`src/rtl/rand_arbiter.sv`:
```
// rand_arbiter: round-robin access to one shared 16-bit Fibonacci LFSR.
// Each granted requester receives a value uniformly distributed in [0, limit)
// by rejection sampling, with limit-1 returned once MAX_TRIES draws are spent.
// Optional build macro RAND_ARBITER_FREERUN_EN: the LFSR steps every cycle
// instead of only in STEP, so draws also depend on request timing.
module rand_arbiter #(
  parameter int NREQ      = 4,
  parameter int WIDTH     = 7,
  parameter int MAX_TRIES = 16
) (
  input  logic                  clk,
  input  logic                  rst,
  input  logic                  reseed,
  input  logic [NREQ-1:0]       req,
  input  logic [NREQ*WIDTH-1:0] limit,
  output logic [NREQ-1:0]       gnt,
  output logic [WIDTH-1:0]      value,
  output logic                  busy
);

  localparam int          PW   = $clog2(NREQ);
  localparam int          TW   = (MAX_TRIES > 1) ? $clog2(MAX_TRIES) : 1;
  localparam logic [15:0] SEED = 16'hBEEF;

  typedef enum logic [1:0] {IDLE, STEP, CHECK, DONE} state_t;

  state_t            state_reg;
  logic [15:0]       lfsr_reg;
  logic [PW-1:0]     ptr_reg;
  logic [PW-1:0]     win_reg;
  logic [WIDTH-1:0]  lim_reg;
  logic [TW-1:0]     tries_reg;

  logic [WIDTH-1:0]  limit_arr [NREQ];
  logic [15:0]       lfsr_next;
  logic [WIDTH-1:0]  draw;
  logic              lfsr_en;
  logic              pick_found;
  logic [PW-1:0]     pick_idx;
  logic              win_req;

  // Split the packed limit bus into one field per requester.
  generate
    for (genvar gi = 0; gi < NREQ; gi++) begin : g_limit
      assign limit_arr[gi] = limit[gi*WIDTH +: WIDTH];
    end
  endgenerate

  assign lfsr_next = {lfsr_reg[14:0], lfsr_reg[15] ^ lfsr_reg[13] ^ lfsr_reg[12] ^ lfsr_reg[10]};
  assign draw      = lfsr_reg[WIDTH-1:0];
  assign win_req   = req[win_reg];

`ifdef RAND_ARBITER_FREERUN_EN
  // Free-running: every cycle advances the generator, whatever the state.
  assign lfsr_en = 1'b1;
`else
  // Deterministic: only an un-aborted STEP advances the generator.
  assign lfsr_en = (state_reg == STEP) && win_req;
`endif

  // Round-robin pick: first asserted request at or above ptr, wrapping.
  always_comb begin
    pick_found = 1'b0;
    pick_idx   = '0;
    for (int k = 0; k < NREQ; k++) begin
      if (!pick_found && req[(int'(ptr_reg) + k) % NREQ]) begin
        pick_found = 1'b1;
        pick_idx   = PW'((int'(ptr_reg) + k) % NREQ);
      end
    end
  end

  // LFSR state; a reseed pulse wins over any step in the same cycle.
  always_ff @(posedge clk or posedge rst) begin
    if (rst) begin
      lfsr_reg <= SEED;
    end else if (reseed) begin
      lfsr_reg <= SEED;
    end else if (lfsr_en) begin
      lfsr_reg <= lfsr_next;
    end
  end

  // Arbitration / rejection-sampling FSM with registered gnt, value and busy.
  always_ff @(posedge clk or posedge rst) begin
    if (rst) begin
      state_reg <= IDLE;
      ptr_reg   <= '0;
      win_reg   <= '0;
      lim_reg   <= '0;
      tries_reg <= '0;
      gnt       <= '0;
      value     <= '0;
      busy      <= 1'b0;
    end else begin
      case (state_reg)
        IDLE: begin
          gnt <= '0;
          if (pick_found) begin
            win_reg   <= pick_idx;
            lim_reg   <= limit_arr[pick_idx];
            tries_reg <= '0;
            state_reg <= STEP;
            busy      <= 1'b1;
          end
        end
        STEP: begin
          if (!win_req) begin
            state_reg <= IDLE;
            busy      <= 1'b0;
          end else begin
            state_reg <= CHECK;
          end
        end
        CHECK: begin
          if (!win_req) begin
            // Requester withdrew: no grant, pointer left where it was.
            state_reg <= IDLE;
            busy      <= 1'b0;
          end else if ((lim_reg == '0) || (draw < lim_reg)) begin
            value     <= draw;
            gnt       <= NREQ'(1) << win_reg;
            state_reg <= DONE;
          end else if (tries_reg == TW'(MAX_TRIES - 1)) begin
            // Out of attempts: hand back the largest legal value.
            value     <= lim_reg - WIDTH'(1);
            gnt       <= NREQ'(1) << win_reg;
            state_reg <= DONE;
          end else begin
            tries_reg <= tries_reg + TW'(1);
            state_reg <= STEP;
          end
        end
        DONE: begin
          gnt       <= '0;
          ptr_reg   <= (win_reg == PW'(NREQ - 1)) ? '0 : win_reg + PW'(1);
          state_reg <= IDLE;
          busy      <= 1'b0;
        end
        default: begin
          state_reg <= IDLE;
          busy      <= 1'b0;
          gnt       <= '0;
        end
      endcase
    end
  end

endmodule

```
`config.mk`:
```
export PLATFORM = sky130hd
export DESIGN_NAME = rand_arbiter
export DESIGN_NICKNAME = d
export VERILOG_FILES = /design/src/rtl/rand_arbiter.sv
export SDC_FILE = /design/constraint.sdc
export NUM_CORES = 1
export LEC_CHECK = 0
export BUFFER_PORTS_ARGS = -buffer_cell sky130_fd_sc_hd__buf_2
export CELL_PAD_IN_SITES_DETAIL_PLACEMENT = 1
export CELL_PAD_IN_SITES_GLOBAL_PLACEMENT = 1
export CORE_UTILIZATION = 39
export DETAILED_ROUTE_END_ITERATION = 6
export GPL_ROUTABILITY_DRIVEN = 0
export PLACE_DENSITY_LB_ADDON = 0.25
export SLEW_MARGIN = 20
export SYNTH_ARGS = -nofsm -noshare
export SYNTH_HDL_FRONTEND = slang
export SYNTH_SLANG_ARGS = --single-unit
```
`constraint.sdc`:
```
create_clock -name clk -period 2.1 [get_ports clk]
set_input_delay 0.42 -clock clk [delete_from_list [all_inputs] [get_ports clk]]
set_output_delay 0.42 -clock clk [all_outputs]
set_load 0.1 [all_outputs]
```
==> flow_summary.json <==
{
  "pwr-share-clk_pct": 10.7,
  "cp_max_fo": 4,
  "power.density_nw_per_um2": 1580,
  "dpl.hpwl_um": 5500,
  "slew_headroom_pct": 57.5,
  "worstMarginPinSlew_ns": 0.638,
  "ios": 47,
  "synth_warnings": 0,
  "final_common_cell": "nand2_1",
  "power_frac_seq_pct": 29.6,
  "synth_edf_count": 0,
  "post_synth_and_or_nand_nor_area_fraction_pct": 21.3,
  "cts_buffer_depth": 2,
  "criticalPathCategory": "flip-flop to flip-flop",
  "cap_violations": 0,
  "first_iter_violations": 79,
  "synth_top_area_share_pct": 28.5,
  "synthFlopType": "dfrtp_1",
  "grt_pass1_vias": 2477,
  "insertion_delay_ns": 0.31,
  "setup_viol": 0,
  "synth_top_area_cell": "dfrtp_1",
  "synth-compound-area-share_pct": 13.7,
  "combPwrFrac_pct": 59.7,
  "track_usage_pct": 20.7,
  "die-area_sq_um": 7550,
  "clk_pin_slew_ns": 0.09,
  "seq_area_frac_synth_pct": 40.7,
  "fin_cells": 454,
  "cts_hold_buf": 0,
  "avgSynthCellArea_sq_um": 9.36,
  "leakage_nw": 1.62,
  "antenna_found_initial": 0,
  "p_int_mw": 2.76,
  "cpPeakStageDelay_ns": 0.44,
  "irDropWorstVdd_uv": 398,
  "initial_core_util_pct": 40.9,
  "core-area_sq_um": 6870,
  "grt_start_max_net_pins": 27,
  "final_cell_mix": "nand2_1, buf_2, dfrtp_1",
  "cts_root_buf": "clkbuf_8",
  "fmax_mhz": 494,
  "syn_area_sq_um": 2810,
  "cp-start-kind": "flip-flop",
  "synth_area_leaders": "dfrtp_1, dfstp_2, ha_1, nand2_1, mux2i_1",
  "cts_buffers": 5,
  "synth_top_family_by_area": "simple AND/OR/NAND/NOR gates",
  "cts_sinks": 45,
  "drv_slew": 0,
  "arrival_ns": 2.19,
  "syn2layout_area_growth_pct": 20.7,
  "layout.nets": 409,
  "layout_worst_path_cycle_share_pct": 96.4,
  "synthMuxAreaShare_pct": 8.42,
  "end_kind": "flip-flop",
  "placed_cells": 445,
  "htreeDepth": 2,
  "status": "complete, no violations",
  "finalWirelength_um": 7030,
  "drive_gt1_share_pct": 29.1,
  "skew_ns": 0.0126,
  "synth_fa_ha_area_share_pct": 7.57,
  "post-route-util_pct": 49.4,
  "cts_tree": "built",
  "p_switching_mw": 2.61,
  "largest_register_ffs": 16,
  "synth_cell_type_count": 48,
  "rows": 30,
  "min_path_type": "input port to async pin",
  "syn_inst": 300,
  "cp.required_ns": 2.27,
  "switching_share_pct": 48.6,
  "synth-xor-area-share_pct": 2.18,
  "synth_seq_cells": 45,
  "die_h_um": 86.9,
  "antenna-diode-count": 0,
  "vias": 2405,
  "die_w_um": 86.9,
  "drc": 0,
  "port_buffers": 46,
  "path_cells": "ha_1 > and4_1 > o21ai_1 > o221a_2 > buf_4 > o2111ai_1 > o211ai_1",
  "synth_nets": 352,
  "ant_nets": 0,
  "viasPerCell": 5.30,
  "slowest_stage": "dfrtp_1",
  "async_flop_share_pct": 100,
  "grt_overflow_total": 0,
  "dr.pass1.iters": 4,
  "period_minus_slack_ns": 2.02,
  "grt_first_pass_wirelength_um": 12000,
  "wire_per_inst_um": 15.5,
  "hold_viol": 0
}
==> synth_stat cells, types with 2 or more instances <==
cell type   n
nand3_1     7
ha_1       17
inv_1      23
a21oi_1    11
nor3_1     20
nand2_1    53
o21ai_0     9
buf_2       5
nor2_1      6
nand2b_1    2
o211ai_1    2
mux2_2      3
and2_1      3
xnor2_1     6
dfrtp_1    32
buf_6       2
a211o_1     8
nand3b_1   12
dfstp_2    13
nand4_1     5
clkbuf_1    8
mux2i_1    18
o221ai_1   10
==> power by group through the flow <==
stage	clock network, mW	logic [mW]	registers (mW)
CTS	0.584	3.14	1.59
detailed placement	0	3.12	1.60
finish	0.574	3.20	1.59
floorplan	0	1.72	2.10
global placement	0	3.03	1.59
global route	0.624	3.50	1.64
==> per-stage QoR <==
step	hold slack, ns	setup TNS, ns	cell area, sq um	power [mW]	setup WS [ns]
final	0.0429	0	3390	5.37	0.0760
after CTS	0.0458	0	3360	5.31	0.0204
after global placement	0.376	0	3250	4.61	0.0187
after global routing	0.0514	-0.0417	3390	5.76	-0.0165
after detailed placement	0.379	-0.117	3250	4.72	-0.0238
after floorplan	0.453	0	2810	3.82	0.117
==> per-layer routing <==
metal / global-route usage [%] / vias up / share of wire, % / routed length [um]
met1: 28.5 / 1177 / 49 / 3440
met4: 5.91 / 0 / 1.3 / 88
met3: 3.32 / 7 / 3.1 / 221
met2: 33.5 / 48 / 47 / 3280
met5: 0 / - / 0 / 0
li1: - / 1173 / - / -
==> worst max-delay path, delay by kind of cell (launching register included) <==
kind / cells / cell delay [ns]
flops: 1 / 0.44
buf+inv: 1 / 0.16
simple gates: 1 / 0.19
fa+ha+maj: 1 / 0.32
compound gates: 4 / 0.78
==> timing repair <==
item | 4_1_cts | 5_1_grt
gates resized for setup | 2 | 5
endpoints found under the setup margin | 11 | 15
buffers inserted | 0 | 1
pin swaps | 0 | 1
==> final timing paths <==
| check | from | end | slack (ns) | cells past startpoint |
|---|---|---|---|---|
| max | lfsr_reg[4] | gnt[3] | 0.08 | 7 |
| min | rst | lfsr_reg[8] | 0.04 | 2 |
| max reg2reg | lfsr_reg[4] | gnt[3] | 0.08 | 7 |
| min reg2reg | lfsr_reg[11] | lfsr_reg[11] | 0.49 | 2 |
| max in group asynchronous | rst | lfsr_reg[5] | 1.47 | 3 |
| min in group clk | reseed | lfsr_reg[8] | 0.44 | 2 |
==> kinds of logic after synthesis <==
family,after synthesis
DFF,45
AOI/OAI and AO/OA,52
and+or+nand+nor,118
buffers and inverters,39
muxes,22
adders and majority gates,17
xor gates and xnor gates,7
==> area by class of cell <==
type	count	area, sq um
clock buffer	7	86.3
sequential	45	1140
tap	96	120
timing repair buffer	66	418
inverter	23	86.3
clock inverter	1	7.51
fill	813	3480
multi-input combinational	216	1530
Power figures use the tool's default switching activity.
